`src/rtl/ps2_rx_frame_if.sv`:
```
// PS/2 receive bundle: raw line inputs toward the receiver and decoded
// byte/status strobes back to the consumer.
interface ps2_rx_frame_if;
  logic       ps2_clk;
  logic       ps2_dat;
  logic [7:0] rx_data;
  logic       rx_valid;
  logic       rx_err;
  logic       rx_timeout;
  logic       rx_busy;

  modport master (
    output ps2_clk, ps2_dat,
    input  rx_data, rx_valid, rx_err, rx_timeout, rx_busy
  );

  modport slave (
    input  ps2_clk, ps2_dat,
    output rx_data, rx_valid, rx_err, rx_timeout, rx_busy
  );
endinterface

```
`src/rtl/ps2_rx_frame.sv`:
```
// PS/2 device-to-host frame receiver: synchronize and de-glitch both lines,
// deserialize start/8 data/odd parity/stop, and strobe the byte or an error.
module ps2_rx_frame #(
  parameter int FILTER_LEN     = 8,
  parameter int TIMEOUT_CYCLES = 50000
) (
  input logic           CLOCK_50,
  input logic           Resetn,
  ps2_rx_frame_if.slave bus
);
  localparam int FW = $clog2(FILTER_LEN + 1);
  localparam int TW = $clog2(TIMEOUT_CYCLES);
  localparam logic [FW-1:0] FMAX = FW'(FILTER_LEN - 1);
  localparam logic [TW-1:0] TMAX = TW'(TIMEOUT_CYCLES - 1);

  typedef enum logic [1:0] {IDLE, DATA, PARITY, STOP} state_t;

  // Index 0 carries ps2_clk, index 1 carries ps2_dat.
  logic [1:0]    r_sync1, r_sync2, r_filt;
  logic [FW-1:0] r_fcnt [2];
  logic          r_clk_prev;

  state_t        r_state;
  logic [7:0]    r_shift;
  logic [2:0]    r_bitcnt;
  logic          r_par;
  logic [TW-1:0] r_tcnt;
  logic [7:0]    r_data;
  logic          r_valid, r_err, r_timeout, r_busy;

  logic w_fall, w_dat;
  assign w_fall = r_clk_prev & ~r_filt[0];
  assign w_dat  = r_filt[1];

  always_ff @(posedge CLOCK_50 or negedge Resetn) begin
    if (!Resetn) begin
      r_sync1    <= '1;
      r_sync2    <= '1;
      r_filt     <= '1;
      r_clk_prev <= 1'b1;
      for (int unsigned i = 0; i < 2; i++) r_fcnt[i] <= '0;
    end else begin
      r_sync1    <= {bus.ps2_dat, bus.ps2_clk};
      r_sync2    <= r_sync1;
      r_clk_prev <= r_filt[0];
      for (int unsigned i = 0; i < 2; i++) begin
        if (r_sync2[i] != r_filt[i]) begin
          if (r_fcnt[i] == FMAX) begin
            r_filt[i] <= r_sync2[i];
            r_fcnt[i] <= '0;
          end else begin
            r_fcnt[i] <= r_fcnt[i] + 1'b1;
          end
        end else begin
          r_fcnt[i] <= '0;
        end
      end
    end
  end

  always_ff @(posedge CLOCK_50 or negedge Resetn) begin
    if (!Resetn) begin
      r_state   <= IDLE;
      r_shift   <= '0;
      r_bitcnt  <= '0;
      r_par     <= 1'b0;
      r_tcnt    <= '0;
      r_data    <= '0;
      r_valid   <= 1'b0;
      r_err     <= 1'b0;
      r_timeout <= 1'b0;
      r_busy    <= 1'b0;
    end else begin
      r_valid   <= 1'b0;
      r_err     <= 1'b0;
      r_timeout <= 1'b0;

      if (r_state == IDLE || w_fall) r_tcnt <= '0;
      else if (r_tcnt != TMAX)       r_tcnt <= r_tcnt + 1'b1;

      // The timeout only fires on a cycle without a fall, so a late edge wins.
      if (r_state != IDLE && !w_fall && r_tcnt == TMAX) begin
        r_state   <= IDLE;
        r_busy    <= 1'b0;
        r_timeout <= 1'b1;
      end else if (w_fall) begin
        case (r_state)
          IDLE: begin
            if (!w_dat) begin
              r_state  <= DATA;
              r_busy   <= 1'b1;
              r_bitcnt <= '0;
            end
          end
          DATA: begin
            r_shift[r_bitcnt] <= w_dat;
            r_bitcnt          <= r_bitcnt + 1'b1;
            if (r_bitcnt == 3'd7) r_state <= PARITY;
          end
          PARITY: begin
            r_par   <= w_dat;
            r_state <= STOP;
          end
          STOP: begin
            if (w_dat && (^{r_shift, r_par})) begin
              r_data  <= r_shift;
              r_valid <= 1'b1;
            end else begin
              r_err <= 1'b1;
            end
            r_state <= IDLE;
            r_busy  <= 1'b0;
          end
          default: begin
            r_state <= IDLE;
            r_busy  <= 1'b0;
          end
        endcase
      end
    end
  end

  assign bus.rx_data    = r_data;
  assign bus.rx_valid   = r_valid;
  assign bus.rx_err     = r_err;
  assign bus.rx_timeout = r_timeout;
  assign bus.rx_busy    = r_busy;
endmodule
```
`src/flat_wrapper.sv`:
```
// flat-port wrapper written by rule: the top's interface ports become plain ports
module ps2_rx_frame_flat 
#(
  parameter int FILTER_LEN     = 8,
  parameter int TIMEOUT_CYCLES = 50000
)
  (CLOCK_50, Resetn, bus_ps2_clk, bus_ps2_dat, bus_rx_data, bus_rx_valid, bus_rx_err, bus_rx_timeout, bus_rx_busy);
  ps2_rx_frame_if bus_i ();
  input logic CLOCK_50;
  input logic Resetn;
  input wire logic [$bits(bus_i.ps2_clk)-1:0] bus_ps2_clk;
  input wire logic [$bits(bus_i.ps2_dat)-1:0] bus_ps2_dat;
  output wire logic [$bits(bus_i.rx_data)-1:0] bus_rx_data;
  output wire logic [$bits(bus_i.rx_valid)-1:0] bus_rx_valid;
  output wire logic [$bits(bus_i.rx_err)-1:0] bus_rx_err;
  output wire logic [$bits(bus_i.rx_timeout)-1:0] bus_rx_timeout;
  output wire logic [$bits(bus_i.rx_busy)-1:0] bus_rx_busy;
  assign bus_i.ps2_clk = bus_ps2_clk;
  assign bus_i.ps2_dat = bus_ps2_dat;
  assign bus_rx_data = bus_i.rx_data;
  assign bus_rx_valid = bus_i.rx_valid;
  assign bus_rx_err = bus_i.rx_err;
  assign bus_rx_timeout = bus_i.rx_timeout;
  assign bus_rx_busy = bus_i.rx_busy;
  ps2_rx_frame #(.FILTER_LEN(FILTER_LEN), .TIMEOUT_CYCLES(TIMEOUT_CYCLES)) u_core (.CLOCK_50(CLOCK_50), .Resetn(Resetn), .bus(bus_i));
endmodule
```
`config.mk`:
```
export PLATFORM = sky130hd
export DESIGN_NAME = ps2_rx_frame_flat
export DESIGN_NICKNAME = d
export VERILOG_FILES = /design/src/rtl/ps2_rx_frame_if.sv /design/src/rtl/ps2_rx_frame.sv /design/src/flat_wrapper.sv
export SDC_FILE = /design/constraint.sdc
export NUM_CORES = 1
export LEC_CHECK = 0
export ABC_CLOCK_PERIOD_IN_PS = 1850
export CORE_ASPECT_RATIO = 1.5
export CORE_MARGIN = 2
export CORE_UTILIZATION = 30
export CTS_CLUSTER_DIAMETER = 200
export DETAILED_ROUTE_END_ITERATION = 8
export GPL_TIMING_DRIVEN = 0
export SYNTH_ARGS = -nofsm -noshare
export SYNTH_HDL_FRONTEND = slang
export SYNTH_SLANG_ARGS = --single-unit
```
`constraint.sdc`:
```
create_clock -name CLOCK_50 -period 1.85 [get_ports CLOCK_50]
set_clock_uncertainty 0.15 [all_clocks]
set_input_delay 0.37 -clock CLOCK_50 [delete_from_list [all_inputs] [get_ports CLOCK_50]]
set_output_delay 0.37 -clock CLOCK_50 [all_outputs]
set_load 0.02 [all_outputs]
```
Word level (Yosys, flattened, before mapping)
Cells that the tools add are included.
W data, S select, Z words.

storage, ports and cells
  word-level logic and storage cells = 89
  memory bits (writable) = 0
  memories = 0
  memory bits (read-only) = 0
  latch bits = 0
  register bits after elaboration = 57
  output and inout bits = 12

cells by class
  add/sub/neg operators = 4
  divide/modulo/power cells = 0
  shifts and indexed selects = 0
  bitwise gates (word level) = 3
  multiply operators = 0
  equality and inequality tests = 13
  mux-type cells = 29
  $lt $le $gt $ge = 2
  reductions and logical operators = 21

operators by type and width
  operator                 number
  $mux W16                 2
  $add A16 B1 Y16 const B  1
  $eq A16 B16 Y1 const B   1
  $mux W4                  4
  $ne A16 B16 Y1 const B   1
  $mux W1                  13
  $reduce_and A3 Y1        4
  $reduce_xor A9 Y1        1
  $add A4 B1 Y4 const B    2
  $bwmux W8                1
  $eq A4 B3 Y1 const B     2
  $mux W2                  4
  $pmux W2 S4              1
  $reduce_and A4 Y1        2
  $reduce_bool A2 Y1       4
  $pmux W3 S2              1
  $eq A2 B2 Y1 const B     2
  $logic_and A1 B1 Y1      4
  $lt A3 B4 Y1 const B     1
  $reduce_and A2 Y1        2
  $add A3 B1 Y3 const B    1
  $demux W1 S3             1
  $eq A3 B3 Y1 const B     1
  $ge A3 B1 Y1 const B     1
  13 further kinds         15

Longest topological paths before layout
Gate-level depths: netlist of the first run.

  depth in word-level cells = 7
  depth in mapped cells = 6
  mapped depth without buffers = 6

Worst setup path after synthesis of the first run
No wires, ideal clock.

  kind = reg2reg
  start point = register u_core.r_shift[1]
  end point = register u_core.r_data[0] (netlist: u_core.bus.rx_data[0])
  library setup time = 125 ps
  required time = 1,575 ps
  cell stages (with the launch flop) = 5
  slack = -95 ps
  buffers on the path = 0
  clock period less this slack = 1,945 ps
  data arrival time = 1,671 ps
  path through = dfrtp_1 > xor2_1 > xnor3_2 > mux2i_4 > mux2_2

on the way
  cells in the longest elaborated chain, start to end = 3

ends and longest elaborated chain
  what                                RTL line             text
  from (decl)                         ps2_rx_frame.sv:24   logic [7:0] r_shift;
  from (signal, indexed assignment)   ps2_rx_frame.sv:96   r_shift[r_bitcnt] <= w_dat;
  $reduce_xor A9 Y1                   ps2_rx_frame.sv:105  if (w_dat && (^{r_shift, r_par})) begin
  $logic_and A1 B1 Y1                 ps2_rx_frame.sv:105
  $reduce_and A4 Y1 (no source line)  n/a
  to (signal assigned)                ps2_rx_frame.sv:106  r_data <= r_shift;
  to (decl)                           ps2_rx_frame.sv:28   logic [7:0] r_data;

Every way passes these cells.
A chain may end at the register's enable or synchronous reset.

Worst setup path in the final report of the first run
  start point = register u_core.r_shift[3]
  end point = register u_core.r_data[2] (netlist: u_core.bus.rx_data[2])

The elaborated chain is that of the path after synthesis.

==> results summary, run 1 <==
The run finished, with violations left. The checks that failed: setup timing. The clock passes through at most 2 buffers. The detailed-placement wirelength estimate is ~3.5 mm. The via count of the first global-routing pass is between 1,500 and 2,000. The die covers 9850 sq um. The horizontal die dimension came out at 81.7 um. The tree is rooted in a sky130_fd_sc_hd__clkbuf_16.

The clock-pin slew of the registers on the worst-case setup and hold paths came out at around 0.050 ns. The share of layout cells above drive strength 1 came out at between 20 and 30%. Timing would allow up to approximately 500 MHz. The number of cell instances on the worst register-to-register path is 5. The worst-case register-to-register setup slack is -0.13 ns. Across the VDD grid, the largest voltage drop is about 0.58 mV.

For this run, the number of Yosys warnings is 0. The first detailed-routing pass ran for 4 iterations. The total global routing overflow came out at 0. After floorplanning, the core was sized to cover roughly 8800 sq um. Setup violations remaining at the end of the flow were counted as 8. Timing analysis after detailed placement gives a worst setup slack of -0.253 ns. The count of final max-slew check failures came to 0. The worst hold path terminates at u_core.r_sync2[0]. Of the post-synthesis cell area, the dominant cell type holds roughly 46%. Walking the worst path, the cells encountered are xnor2_1 > xnor3_2 > mux2i_4 > buf_12 > mux2_2.

The final routed DRC violation total came out at 0. The synthesized flop and latch total came out at 57. The number of enable flip-flop cells after synthesis is 0.

Together, buffers and inverters on the worst path number 1. The number of diodes came out at 0. The startpoint of the most critical hold path is u_core.r_sync1[0].

Subtracting the final worst setup slack from the clock period gives 1.98 ns. The largest delay contributor family on the critical path is XOR/XNOR gates. Setup repair after global routing could not meet its margin everywhere. For the worst setup path, the data arrival time is ~2.0 ns. The count of cells along the worst hold path is 0. After technology mapping, the gate count stands at around 240.

The number of vias in the routed layout is 1,893. The number of top-level design ports is 16. The row count is 42. Yosys attributes the largest share of cell area to sky130_fd_sc_hd__dfrtp_1 (46%), sky130_fd_sc_hd__mux2_2 (7.9%), sky130_fd_sc_hd__dfstp_2 (6.8%), sky130_fd_sc_hd__ha_1 (4.6%), sky130_fd_sc_hd__xnor2_1 (3.9%). The first-pass GRT wire length is around 8.5 mm. The worst register-to-register path ends at u_core.bus.rx_data[2]. The highest-delay cell along the critical path is sky130_fd_sc_hd__xnor3_2. The commonest cells after synthesis are sky130_fd_sc_hd__dfrtp_1 (50), sky130_fd_sc_hd__nor2_1 (21), sky130_fd_sc_hd__mux2_2 (19), sky130_fd_sc_hd__nand2_1 (17), sky130_fd_sc_hd__xnor2_1 (12). The top fanout value on the critical path came out at 9. The design draws 4470 uW. The top flip-flop cell by instance count after synthesis is sky130_fd_sc_hd__dfrtp_1. The post-route clock period utilization is 107%.

In this run the tool buffered the top-level ports with 15 buffer cells. The final non-filler cell total came out at 390. The cell area that synthesis handed to floorplanning was 2720 sq um. The endpoint kind of the worst setup timing path is a register. The number of hold violations in the final report is 0.

The setup TNS after final layout came out at -1.01 ns. The count of different cell masters after synthesis is 36. Dividing the detail-routed via count by the number of cells gives 4.85. The slew at the pin with the worst max-slew slack came out at 0.475 ns. The first routing iteration left 45 violations. The max-capacitance violation count is 0. The latest clock arrival within the worst-skew pair came out at between 0.3 and 0.4 ns. In this run the worst hold path is classified as reg2reg. The final critical-path setup slack came out at -0.132 ns. The kind of critical path is reg2reg. The effective utilization at floorplan came out at a little under a third. The largest incremental delay on the critical path is a little under 0.5 ns. The leakage power figure is ~0.0015 uW. Entering global routing, the biggest net connects 39 pins. After detailed placement, the design holds a cell count of ~370. Summed over all instances, the cell type with the most area after synthesis is sky130_fd_sc_hd__dfrtp_1. When the netlist entered floorplanning its net count stood at roughly 260.

The total number of nets in the final design is between 200 and 300. TritonCTS built the clock tree. The wire length per cell after detailed routing came out at about 13 um. The average cell area after synthesis is between 10 and 15 sq um. The number of levels in the clock H-tree is 3. The height of the die came out at 121 um. By instance count, the leading cell after synthesis is sky130_fd_sc_hd__dfrtp_1. At the end of routability-driven placement, the weighted congestion stood at approximately 0.81.

The count of nets left with antenna violations once routing finished came out at 0. Counting the fill cells in the layout gives roughly 870. The data required time at the worst endpoint came out at about 1.9 ns. In this run the critical register-to-register path is launched from u_core.r_shift[3].

The power per cell area came out at about 1300 nW/um^2. The number of antenna violations at the first check in global routing came to 0. The number of buffers added by the clock tree synthesis step came out at 9. The worst setup path is launched from a register. From synthesis to final layout, the design area changed by 30.1%.

The total routed wirelength came out at between 5 and 6 mm. The clock sink count came out at 57. The relative slew slack came out at between 60% and 70%. The fraction of the yosys area taken by sequential cells is between 50% and 60%. For this run, asynchronously set or reset flops after synthesis account for 100%. The combined global-route utilization of all metal layers is between 10% and 20%.
[cell families (layout without fill, tap and decap cells)]
group | count (synthesis) | after routing | share of synthesized area [%]
adders and majority gates | 10 | 10 | 4.61
and+or+nand+nor | 93 | 93 | 18.1
muxes | 20 | 20 | 8.71
buffers and inverters | 15 | 54 | 2.12
DFF | 57 | 57 | 52.8
AOI/OAI and AO/OA | 25 | 25 | 5.71
xor gates and xnor gates | 21 | 21 | 7.92
[final cells by class]
type	instances	area, sq um	area share (%)
buffer	6	31.3	0.885
clock inverter	4	75.1	2.12
timing repair buffer	26	256	7.26
clock buffer	12	256	7.26
inverter	6	22.5	0.637
tap	110	138	3.90
multi-input combinational	169	1320	37.3
sequential	57	1440	40.7
[layout by cell type (no fill, tap or decap), types with 2 or more instances in the layout]
| master | n |
|---|---|
| sky130_fd_sc_hd__and4_1 | 2 |
| sky130_fd_sc_hd__xor2_1 | 6 |
| sky130_fd_sc_hd__buf_12 | 2 |
| sky130_fd_sc_hd__nand2b_1 | 3 |
| sky130_fd_sc_hd__a32o_1 | 2 |
| sky130_fd_sc_hd__clkbuf_1 | 4 |
| sky130_fd_sc_hd__nor3b_2 | 2 |
| sky130_fd_sc_hd__nand3b_1 | 2 |
| sky130_fd_sc_hd__clkinvlp_4 | 2 |
| sky130_fd_sc_hd__o211ai_1 | 5 |
| sky130_fd_sc_hd__ha_4 | 2 |
| sky130_fd_sc_hd__nand3_1 | 8 |
| sky130_fd_sc_hd__clkdlybuf4s50_1 | 12 |
| sky130_fd_sc_hd__a21oi_1 | 10 |
| sky130_fd_sc_hd__clkbuf_16 | 9 |
| sky130_fd_sc_hd__nand3_2 | 2 |
| sky130_fd_sc_hd__dfrtp_1 | 48 |
| sky130_fd_sc_hd__mux2_2 | 19 |
| sky130_fd_sc_hd__bufinv_16 | 2 |
| sky130_fd_sc_hd__clkbuf_8 | 2 |
| sky130_fd_sc_hd__nor2b_1 | 3 |
| sky130_fd_sc_hd__nor4_1 | 3 |
| sky130_fd_sc_hd__nor3_1 | 7 |
| sky130_fd_sc_hd__o21ai_0 | 4 |
| sky130_fd_sc_hd__xnor2_1 | 12 |
| sky130_fd_sc_hd__buf_4 | 9 |
| sky130_fd_sc_hd__and3_1 | 3 |
| sky130_fd_sc_hd__nand2_1 | 16 |
| sky130_fd_sc_hd__nand4_1 | 8 |
| sky130_fd_sc_hd__nor2_1 | 21 |
| sky130_fd_sc_hd__dfrtp_2 | 2 |
| sky130_fd_sc_hd__ha_1 | 7 |
| sky130_fd_sc_hd__dfstp_2 | 7 |
| sky130_fd_sc_hd__buf_2 | 2 |
| sky130_fd_sc_hd__nor4_2 | 2 |
| sky130_fd_sc_hd__inv_1 | 6 |
| sky130_fd_sc_hd__or3_1 | 2 |
[what timing repair did]
item / 4_1_cts / 5_1_grt
hold buffers: 1 / 0
endpoints found under the hold margin: 16 / 0
cloned: 0 / 0
setup endpoints to repair: 33 / 31
resized for setup: 13 / 16
setup buffers: 3 / 6
pin swaps: 0 / 4
[registers in the layout, summed over array words and instances (netlist names)]
register,cells
u_core.bus.rx_busy,1
u_core.bus.rx_data,8
u_core.bus.rx_err,1
u_core.bus.rx_timeout,1
u_core.bus.rx_valid,1
u_core.r_bitcnt,3
u_core.r_clk_prev,1
u_core.r_fcnt,8
u_core.r_filt,2
u_core.r_par,1
u_core.r_shift,8
u_core.r_state,2
u_core.r_sync1,2
u_core.r_sync2,2
u_core.r_tcnt,16
[worst max-delay path by stage]
stage / from / end / slack [ns] / cells past startpoint
2_1_floorplan: u_core.r_shift[3] / u_core.bus.rx_data[0] / -0.08 / 4
3_3_place_gp: Resetn / u_core.r_tcnt[15] / -1.56 / 1
3_5_place_dp: u_core.r_shift[3] / u_core.bus.rx_data[2] / -0.25 / 4
4_1_cts: u_core.r_shift[3] / u_core.bus.rx_data[2] / -0.13 / 5
5_1_grt: u_core.r_shift[3] / u_core.bus.rx_data[1] / -0.23 / 5
6_report: u_core.r_shift[3] / u_core.bus.rx_data[2] / -0.13 / 5
[report_power, final]
part / total (uW) / switching [uW] / internal (uW)
Combinational: 1010 / 569 / 441
Sequential: 1650 / 200 / 1450
Clock: 1810 / 562 / 1250
Total: 4470 / 1330 / 3140
[worst register-to-register path: stages (launching register included)]
cell and delay (ns):
sky130_fd_sc_hd__dfrtp_1 0.39, sky130_fd_sc_hd__xnor2_1 0.16, sky130_fd_sc_hd__xnor3_2 0.49, sky130_fd_sc_hd__mux2i_4 0.20, sky130_fd_sc_hd__buf_12 0.15, sky130_fd_sc_hd__mux2_2 0.33
[layer usage]
layer | up-vias | GRT usage (%) | share of wire (%)
met5 | - | 0 | 0
met1 | 931 | 11.6 | 41
met2 | 32 | 19.9 | 53
li1 | 922 | - | -
met4 | 0 | 5.10 | 1.7
met3 | 8 | 4.18 | 3.9
[metrics by stage]
step | utilization (%) | instance area (sq um) | hold WS [ns]
6_report | 40.0 | 3530 | 0.203
3_3_place_gp | 34.0 | 3010 | 0.196
5_1_grt | 40.0 | 3530 | 0.212
4_1_cts | 38.9 | 3440 | 0.204
2_1_floorplan | - | 2720 | -0.0756
3_5_place_dp | 34.2 | 3020 | 0.197
Note: power is estimated with default switching activity, not from simulation.
==> run 2, diff against run 1 <==
CORE_UTILIZATION = 53   (was 30)
PLACE_DENSITY = 0.75   (was default)
==> run 2 against run 1 <==
The run still ends with setup timing left. Maximum frequency is 2.1% lower. Global-route usage is 7.4 points higher. Non-clock buffer count stayed put. Cell count is 11% lower. Sequential share of layout area is 2.5 points higher. Critical path depth stayed put. Via count is 0.26% higher. Design area is 5.9% lower. Register-to-register slack worse by 0.04 ns. Sequential power is 2% lower. Worst hold slack better by 0.0046 ns.
==> results summary, run 2 (synthesized netlist as in run 1, its figures left out) <==
Setup repair after global routing missed its margin: true (unchanged). The wire length per cell after detailed routing is 13.7 um (was 13.2 um). The fraction of power spent switching nets was 31.5% (was 29.7%). The via count of the first global-routing pass is 1,857 (was 1,873).

The minimum clock period after layout is 2.03 ns (was 1.98 ns). The reported net switching power came out at 1220 uW (was 1330 uW). The largest voltage drop on the vdd net came out at 0.865 mV (was 0.577 mV). The number of antenna violations at the first check in global routing came out at 0 (unchanged). The power per cell area came out at 1160 nW/um^2 (was 1270 nW/um^2). The register with the most flip-flops is u_core.r_tcnt (unchanged).

The final weighted congestion in routability-driven placement came to 0.908 (was 0.811). The sequential power share came out at 41.9% (was 36.9%). The number of buffers added by the clock tree synthesis step came to 9 (unchanged).

The final standard cell area without fillers came out at 3320 sq um (was 3530 sq um). The total routed wirelength is 4.74 mm (was 5.15 mm). The combined global-route utilization of all metal layers came out at 18.7% (was 11.3%). The count of routing violations after the opening detailed-route iteration came out at 71 (was 45). The final count of negative-setup-slack endpoints is 8 (unchanged). The row count came out at 31 (was 42). The core area is 4890 sq um (was 8830 sq um). The first-pass GRT wire length is 8.26 mm (was 8.49 mm). Violated checks: setup timing (unchanged).

The number of diodes came out at 0 (unchanged). The combined flip-flop and latch cell area is 1440 sq um (about the same). The reg-to-reg critical path endpoint was u_core.bus.rx_data[4] (was u_core.bus.rx_data[2]). The top fanout value on the critical path came to 9 (unchanged). The count of final max-slew check failures was 0 (unchanged). The path class of the lowest-slack min-delay path is reg2reg (unchanged).

The post-route clock period utilization was 109% (was 107%). The clock sink count came out at 57 (unchanged). The number of cell instances on the worst register-to-register path is 5 (unchanged). The count of cells along the worst hold path is 0 (unchanged). The part of the power in combinational logic is 26.1% (was 22.6%). The detailed-placement wirelength estimate is 3.23 mm (was 3.50 mm).

Result of the run: finished, violations left (unchanged). The final total power came out at 3860 uW (was 4470 uW). The effective utilization at floorplan was 55.6% (was 30.8%).

The pin count of the biggest net entering global routing is 35 (was 39). The launch point of the worst reg-to-reg path is u_core.r_shift[3] (unchanged). The layout-stage area growth over the synthesis result came to 22.3% (was 30.1%). The number of hold violations in the final report came out at 0 (unchanged). The buffer levels on the longest clock path is 2 (unchanged). The total placed cells including tap cells is 323 (was 367). The sink of the worst hold path is u_core.r_sync2[0] (unchanged). The part of the power in the clock network came out at 32.1% (was 40.5%).

The final non-filler cell total came to 346 (was 390). The leading cell type in the layout, fill and taps excluded is sky130_fd_sc_hd__dfrtp_1 (unchanged). Commonest cells after routing, fill and taps aside: sky130_fd_sc_hd__dfrtp_1 (50), sky130_fd_sc_hd__nor2_1 (21), sky130_fd_sc_hd__mux2_2 (19) (was sky130_fd_sc_hd__dfrtp_1 (48), sky130_fd_sc_hd__nor2_1 (21), sky130_fd_sc_hd__mux2_2 (19)). The total number of nets in the final design came out at 289 (unchanged). The internal power of the cells came out at 2640 uW (was 3140 uW). The maximum clock rate came to 494 MHz (was 505 MHz). The final routed DRC violation total is 0 (unchanged).

The relative slew slack came out at 62.6% (was 68.3%). The slew at the pin with the worst max-slew slack is 0.561 ns (was 0.475 ns). The horizontal die dimension was 62.5 um (was 81.7 um). The via count normalized by instance count came out at 5.49 (was 4.85). The max-capacitance violation count came out at 0 (unchanged). The clock root buffer is sky130_fd_sc_hd__clkbuf_8 (was sky130_fd_sc_hd__clkbuf_16). The utilization of the core after routing was 68.0% (was 40.0%). The count of nets left with antenna violations after detail routing came out at 0 (unchanged). The largest incremental delay on the critical path came out at 0.49 ns (about the same). The launching element of the worst setup path is u_core.r_shift[3] (unchanged).

The area of combinational cells with multiple inputs came out at 1290 sq um (was 1320 sq um). The number of buffers added on ports came to 15 (unchanged). The endpoint kind of the worst setup timing path is a register (unchanged).

The clock-pin slew of the registers on the worst-case setup and hold paths came out at 0.06 ns (was 0.05 ns). The number of flip-flops in the largest register is 16 (unchanged). The number of fill cells in the layout is 391 (was 866). The kind of start point of the critical path is a register (unchanged). The leakage power figure came out at 0.00149 uW (was 0.00154 uW). The number of iterations in the first detailed-routing pass is 4 (unchanged). The signal arrival time at the worst endpoint was 2.10 ns (was 2.04 ns). The startpoint of the most critical hold path is u_core.r_sync1[0] (unchanged). The number of top-level design ports came to 16 (unchanged). The data required time at the worst endpoint came out at 1.92 ns (was 1.91 ns). The CTS tree is yes (unchanged). The highest-delay cell along the critical path is sky130_fd_sc_hd__xnor3_2 (unchanged). The total die area is 5730 sq um (was 9850 sq um). The number of levels in the clock H-tree came out at 3 (unchanged). The kind of critical path is reg2reg (unchanged). The latest clock arrival within the worst-skew pair is 0.34 ns (was 0.33 ns). The setup TNS after final layout is -1.36 ns (was -1.01 ns).

The height of the die is 91.7 um (was 121 um). The total global routing overflow was 0 (unchanged). The worst-case register-to-register setup slack was -0.18 ns (was -0.13 ns). The number of vias in the routed layout came to 1,898 (was 1,893).

The share of layout cells above drive strength 1 came to 23.9% (was 27.1%). The placed standard-cell area is 2970 sq um (was 3020 sq um). Worst path cell trace: xnor2_1 > xnor3_2 > mux2i_4 > buf_12 > mux2_2 (unchanged). The final critical-path setup slack came to -0.175 ns (was -0.132 ns).
-- run 2: cell count changes in the layout (fill, tap and decap cells not counted), moves of 2 or more --
cell,previous run,this run
sky130_fd_sc_hd__dfrtp_1,48,50
sky130_fd_sc_hd__clkbuf_8,2,13
sky130_fd_sc_hd__clkinvlp_4,2,0
sky130_fd_sc_hd__clkbuf_16,9,0
sky130_fd_sc_hd__dfrtp_2,2,0
-- run 2: per-layer routing --
metal  vias to the layer above  share of wire (%)  GRT usage (%)
met3                        15                3.3           3.31
met1                       920                 41           20.4
met2                        39                 52           32.4
li1                        924                  -              -
met5                         -                  0              0
met4                         0                3.3           13.5
-- run 2: how the worst max path moves through the flow --
stage                                  endpoint  slack, ns
final                     u_core.bus.rx_data[4]      -0.18
after floorplan           u_core.bus.rx_data[0]      -0.08
after CTS                 u_core.bus.rx_data[4]      -0.15
after global placement    u_core.bus.rx_data[3]      -1.42
after global routing      u_core.bus.rx_data[2]      -0.24
after detailed placement  u_core.bus.rx_data[4]      -0.27
-- run 2: area by class of cell --
cell class | instances | share of cell area [%]
clock inverters | 2 | 1.05
well taps | 66 | 2.48
clock buffers | 14 | 5.50
plain buffers | 7 | 0.979
flip-flops and latches | 57 | 43.2
multi-input cells | 169 | 38.7
repair buffers | 25 | 7.42
inverters | 6 | 0.678
-- run 2: power groups by stage --
stage | clock [uW] | sequential [uW] | combinational [uW]
2_1_floorplan | 0 | 1590 | 678
3_3_place_gp | 0 | 1600 | 897
3_5_place_dp | 0 | 1610 | 920
4_1_cts | 1270 | 1600 | 974
5_1_grt | 1320 | 1650 | 1130
6_report | 1240 | 1610 | 1010
-- run 2: timing repair --
item / in CTS / in global routing
hold buffers: 1 / 0
cloned: 0 / 0
setup endpoints to repair: 32 / 28
gates resized for setup: 9 / 8
endpoints found under the hold margin: 19 / 0
setup buffers: 6 / 2
pin swaps: 1 / 3
-- run 2: per-stage QoR --
| step | hold WS, ns | worst slack, ns |
|---|---|---|
| after floorplan | -0.0756 | -0.0820 |
| after global placement | 0.195 | -1.42 |
| after detailed placement | 0.199 | -0.275 |
| after CTS | 0.208 | -0.154 |
| after global routing | 0.209 | -0.244 |
| final | 0.208 | -0.175 |
-- run 2: worst max-delay path, delay by kind of cell (launching register included) --
kind	cells	cell delay, ns
buffers and inverters	1	0.15
multiplexers	2	0.55
flip-flops	1	0.40
XOR/XNOR	2	0.66
